`config.mk`:
```
export PLATFORM = sky130hd
export DESIGN_NAME = bounded_updown_counter_flat
export DESIGN_NICKNAME = d
export VERILOG_FILES = /design/src/rtl/bounded_updown_counter_if.sv /design/src/rtl/bounded_updown_counter.sv /design/src/flat_wrapper.sv
export SDC_FILE = /design/constraint.sdc
export NUM_CORES = 1
export LEC_CHECK = 0
export CORE_MARGIN = 3
export CORE_UTILIZATION = 45
export CTS_CLUSTER_DIAMETER = 30
export CTS_CLUSTER_SIZE = 8
export DETAILED_ROUTE_END_ITERATION = 16
export PLACE_DENSITY = 0.88
export SLEW_MARGIN = 20
export SYNTH_ARGS = -nofsm -noshare
export SYNTH_HDL_FRONTEND = slang
export SYNTH_SLANG_ARGS = --single-unit
```
`constraint.sdc`:
```
create_clock -name clk -period 2.5 [get_ports clk]
set_input_delay 0.75 -clock clk [delete_from_list [all_inputs] [get_ports clk]]
set_output_delay 0.75 -clock clk [all_outputs]
set_load 0.005 [all_outputs]
```
`src/rtl/bounded_updown_counter_if.sv`:
```
// bounded_updown_counter_if: control and status bundle of the bounded up/down counter
interface bounded_updown_counter_if #(parameter int WIDTH = 4);
  logic             clr;
  logic             load;
  logic [WIDTH-1:0] load_val;
  logic             en;
  logic             up;
  logic [WIDTH-1:0] limit;
  logic [WIDTH-1:0] q;
  logic             at_max;
  logic             at_min;
  logic             wrap;
  modport master (output clr, load, load_val, en, up, limit, input q, at_max, at_min, wrap);
  modport slave (input clr, load, load_val, en, up, limit, output q, at_max, at_min, wrap);
endinterface

```
`src/rtl/bounded_updown_counter.sv`:
```
// bounded_updown_counter: up/down counter with programmable inclusive bound, saturate or wrap
module bounded_updown_counter #(
  parameter int WIDTH     = 4,
  parameter bit WRAP_MODE = 1'b0
) (
  input logic                    clk,
  input logic                    reset,
  bounded_updown_counter_if.slave bus
);
  logic [WIDTH-1:0] q_q, q_d, lim, ld;
  logic             wrap_q, wrap_d;
  assign lim = bus.limit;
  assign ld = (bus.load_val > lim) ? lim : bus.load_val;
  // next state: clr beats load beats en; compares happen before any add so q never overflows
  always_comb begin
    q_d = q_q;
    wrap_d = 1'b0;
    if (bus.clr) q_d = '0;
    else if (bus.load) q_d = ld;
    else if (bus.en && bus.up) begin
      if (q_q < lim) q_d = q_q + 1'b1;
      else if (WRAP_MODE) begin
        q_d = '0;
        wrap_d = 1'b1;
      end else q_d = lim;
    end else if (bus.en) begin
      if (q_q > lim) q_d = lim;
      else if (q_q != '0) q_d = q_q - 1'b1;
      else if (WRAP_MODE) begin
        q_d = lim;
        wrap_d = 1'b1;
      end
    end
  end
  // counter and wrap pulse registers, asynchronously cleared
  always_ff @(posedge clk or posedge reset) begin
    if (reset) begin
      q_q <= '0;
      wrap_q <= 1'b0;
    end else begin
      q_q <= q_d;
      wrap_q <= wrap_d;
    end
  end
  assign bus.q = q_q;
  assign bus.wrap = wrap_q;
  assign bus.at_max = q_q >= lim;
  assign bus.at_min = q_q == '0;
endmodule

```
`src/flat_wrapper.sv`:
```
// flat-port wrapper written by rule: the top's interface ports become plain ports
module bounded_updown_counter_flat 
#(
  parameter int WIDTH     = 4,
  parameter bit WRAP_MODE = 1'b0
)
  (clk, reset, bus_clr, bus_load, bus_load_val, bus_en, bus_up, bus_limit, bus_q, bus_at_max, bus_at_min, bus_wrap);
  bounded_updown_counter_if #(.WIDTH(WIDTH)) bus_i ();
  input logic clk;
  input logic reset;
  input wire logic [$bits(bus_i.clr)-1:0] bus_clr;
  input wire logic [$bits(bus_i.load)-1:0] bus_load;
  input wire logic [$bits(bus_i.load_val)-1:0] bus_load_val;
  input wire logic [$bits(bus_i.en)-1:0] bus_en;
  input wire logic [$bits(bus_i.up)-1:0] bus_up;
  input wire logic [$bits(bus_i.limit)-1:0] bus_limit;
  output wire logic [$bits(bus_i.q)-1:0] bus_q;
  output wire logic [$bits(bus_i.at_max)-1:0] bus_at_max;
  output wire logic [$bits(bus_i.at_min)-1:0] bus_at_min;
  output wire logic [$bits(bus_i.wrap)-1:0] bus_wrap;
  assign bus_i.clr = bus_clr;
  assign bus_i.load = bus_load;
  assign bus_i.load_val = bus_load_val;
  assign bus_i.en = bus_en;
  assign bus_i.up = bus_up;
  assign bus_i.limit = bus_limit;
  assign bus_q = bus_i.q;
  assign bus_at_max = bus_i.at_max;
  assign bus_at_min = bus_i.at_min;
  assign bus_wrap = bus_i.wrap;
  bounded_updown_counter #(.WIDTH(WIDTH), .WRAP_MODE(WRAP_MODE)) u_core (.clk(clk), .reset(reset), .bus(bus_i));
endmodule
```
==> reports/summary.log <==
qor: outcome.run_status completed
qor: run.max_cap_violations 0
qor: clock_tree.cts_tree yes
qor: global_route.global_route.usage.total 24.4%
qor: yosys.share_of_yosys_cell_area_claimed_by_the_top_area_cell_type 19.5%
qor: yosys.synth_fp_nets 108
qor: setup_path.crit_path_max_fanout 4
qor: final_layout.final_core_utilization 85.4%
qor: global_route.grt_antenna_before_repair 0
qor: floorplanning.dieArea 2080 µm²
qor: placement.place_hpwl 1710 µm
qor: sta.setup_violations 0
qor: setup_path.cp_num_buf_inv 3
qor: drt.vias_cell 5.96
qor: yosys.synth_area_leader_cell sky130_fd_sc_hd__ha_1
qor: global_route.first_global_vias 864
qor: clock_tree.cts-hold-fix-buffers 0
qor: setup_path.crit_arrival 1.71 ns
qor: floorplanning.die-width 45.6 µm
qor: sta.worst_hold_slack 0.615 ns
qor: clock_tree.clk_pin_slew_worst_paths 0.04 ns
qor: final_layout.diodes 0
qor: floorplanning.rows 13
qor: final_layout.largest_reg_flops 4
qor: clock_tree.numClockSinks 4
qor: drt.drt_wl_total 2480 µm
qor: yosys.yosys-top-cells-count sky130_fd_sc_hd__ha_1 (11), sky130_fd_sc_hd__inv_1 (8), sky130_fd_sc_hd__a21oi_1 (7)
qor: global_route.global_route.overflow_total 0
qor: setup_path.cp_cell_sequence clkdlybuf4s15_1, inv_2, ha_4, a21oi_4, and2_4, nand2_2, buf_2
qor: sta.hold_viol_final 0
qor: yosys.yosys_warnings 0
qor: floorplanning.io_pins 21
qor: setup_path.worst_ep_required_time 1.75 ns
qor: global_route.grt_max_degree 9
qor: sta.setup-tns-final 0 ns
qor: placement.final_gp_congestion 0.886
qor: drt.route.antenna.remaining_nets 0
qor: drt.drtPass1Iterations 4
qor: sta.min_period_over_period 98.2%
qor: clock_tree.h-tree-depth 1
qor: final_layout.layout.filler_cells 82
qor: yosys.number_of_different_library_cells_in_the_post_synthesis_netlist 36
qor: floorplanning.starting_density_of_the_core 51.0%
qor: yosys.mappedNetlistArea 704 µm²
qor: yosys.post_synthesis_sequential_area_ratio 14.2%
qor: clock_tree.clk_root_buffer_cell sky130_fd_sc_hd__clkbuf_4
qor: yosys.synthArstFlopShare 100%
qor: power.power_density 495 nW/µm²
qor: drt.post_drt_wl_per_cell 17.9 µm
qor: final_layout.multiInputGateArea 649 µm²
qor: yosys.synthesis.area_per_instance 8.49 µm²
qor: global_route.grt_first_pass_wirelength 3730 µm
qor: final_layout.regArea 100 µm²
qor: sta.max_clock_freq 407 MHz
qor: yosys.synth.area.top_cells sky130_fd_sc_hd__ha_1 (20%), sky130_fd_sc_hd__dfrtp_1 (14%), sky130_fd_sc_hd__mux2i_1 (8.5%)
qor: yosys.yosysMostFrequentCell sky130_fd_sc_hd__ha_1
qor: clock_tree.clock_path_buffers 2
qor: final_layout.layout.cells.non_filler 139
qor: floorplanning.fp.coreArea 1380 µm²
qor: final_layout.drive_above_1_share 40.3%
qor: yosys.ys_seq_elements 4
qor: sta.min_tclk_post_route 2.46 ns
qor: power.power_leakage 0.559 nW
qor: setup_path.path_delay_family buffers and inverters
qor: final_layout.finalNetCount 151
qor: yosys.synthCells 83
qor: sta.slew_viol_final 0
qor: setup_path.worst_setup_path_end_kind output pin
qor: setup_path.worst-setup-path-type input pin to output pin
qor: drt.detail_route.iter0.violations 36
qor: power.ir_drop 372 µV
qor: clock_tree.worst_skew_pair.late_latency 0.23 ns
qor: floorplanning.fp.dieH 45.6 µm
qor: clock_tree.numCtsBuffers 3
qor: final_layout.areaGrowthSynthToFinish 67.7%
qor: drt.route.detailed.drc 0
qor: sta.finClkSkew 0.00383 ns
qor: drt.num_vias 828
qor: setup_path.timing.critical_path.slowest_stage_cell sky130_fd_sc_hd__ha_4
qor: placement.port-buffer-count 19
qor: worst_hold_path.min_path_type flop to flop
qor: setup_path.slowest_delay 0.22 ns
qor: yosys.dominant_synthesized_flop_cell sky130_fd_sc_hd__dfrtp_1
qor: yosys.synth_edf_count 0
qor: placement.placed_cells_incl_taps 133
qor: power.design_power_total 0.585 mW
qor: setup_path.setup_crit_start_kind input pin
## cell families (layout without fill, tap and decap cells)
kind of cell | Yosys count | in the layout | synth area share [%]
flip-flops | 4 | 4 | 14.2
buffers and inverters | 12 | 53 | 8.17
other | 1 | 1 | 0.532
AO/OA/AOI/OAI | 21 | 21 | 23.6
AND/OR/NAND/NOR | 24 | 24 | 20.4
adder cells (fa/ha/maj) | 11 | 11 | 19.5
multiplexers | 6 | 6 | 8.53
XOR/XNOR | 4 | 4 | 4.97
## power breakdown
part | leakage, nW | switching [mW] | total (mW) | internal, mW
registers | 0.0512 | 0.0137 | 0.0901 | 0.0764
clock network | 0.0138 | 0.0265 | 0.0802 | 0.0537
logic | 0.494 | 0.194 | 0.414 | 0.220
total | 0.559 | 0.234 | 0.585 | 0.350
## worst register-to-register path, stage by stage (launching register included)
cell and delay [ns]:
sky130_fd_sc_hd__dfrtp_1 0.43, sky130_fd_sc_hd__ha_4 0.30, sky130_fd_sc_hd__nor2b_4 0.14, sky130_fd_sc_hd__o211ai_2 0.08, sky130_fd_sc_hd__buf_4 0.14, sky130_fd_sc_hd__buf_4 0.14, sky130_fd_sc_hd__a21oi_1 0.25, sky130_fd_sc_hd__mux2i_1 0.23
sky130_fd_sc_hd__nor4_1 0.06, sky130_fd_sc_hd__a211o_1 0.22
## layout by cell type, fill, tap and decap left out, types with 3 or more instances in the layout
master                            count
sky130_fd_sc_hd__nand3_1              3
sky130_fd_sc_hd__nor3_1               3
sky130_fd_sc_hd__buf_4               23
sky130_fd_sc_hd__ha_4                 4
sky130_fd_sc_hd__dfrtp_1              4
sky130_fd_sc_hd__ha_1                 6
sky130_fd_sc_hd__clkbuf_4             3
sky130_fd_sc_hd__clkdlybuf4s50_1     11
sky130_fd_sc_hd__nand2_1              3
sky130_fd_sc_hd__inv_1                5
sky130_fd_sc_hd__a21oi_1              5
sky130_fd_sc_hd__mux2i_1              5
sky130_fd_sc_hd__xor2_1               3
## metal layers
metal  up-vias  share of wire, %  global-route usage, %  routed length, µm
met2        46                47                   39.8               1180
met3        12               7.3                   3.95                181
met1       375                42                   32.6               1030
met5         -                 0                      0                  0
li1        395                 -                      -                  -
met4         0               3.6                   7.02                 89
## per-stage QoR
step | setup slack, ns | area [µm²]
2_1_floorplan | 0.0643 | 704
3_3_place_gp | -0.756 | 1040
3_5_place_dp | -0.788 | 1040
4_1_cts | -0.0659 | 1120
5_1_grt | -0.0120 | 1180
6_report | 0.0445 | 1180
## final cells by class
type	instances	share of cell area, %
inverters	8	2.75
well taps	15	1.59
clock buffers	3	1.91
flip-flops and latches	4	8.47
repair buffers	42	30.3
multi-input cells	67	55.0
## path summary, 6_finish.rpt
check | startpoint | to | slack [ns] | cells after the start
max in group asynchronous | reset | u_core.bus.q[0]$_DFFE_PP0P_ | 1.63 | 2
setup reg to reg | u_core.bus.q[1]$_DFFE_PP0P_ | u_core.bus.q[0]$_DFFE_PP0P_ | 0.38 | 9
min in group asynchronous | reset | u_core.bus.q[3]$_DFFE_PP0P_ | 0.72 | 2
hold / removal | u_core.bus.q[0]$_DFFE_PP0P_ | u_core.bus.q[0]$_DFFE_PP0P_ | 0.62 | 2
hold reg to reg | u_core.bus.q[0]$_DFFE_PP0P_ | u_core.bus.q[0]$_DFFE_PP0P_ | 0.62 | 2
setup / recovery | bus_limit[3] | bus_at_max | 0.04 | 7
## what timing repair did
item / 4_1_cts / 5_1_grt
endpoints found under the setup margin: 6 / 5
setup buffers: 2 / 1
pin swaps: 2 / 7
gates resized for setup: 23 / 16
Note: power is estimated with default switching activity, not from simulation.
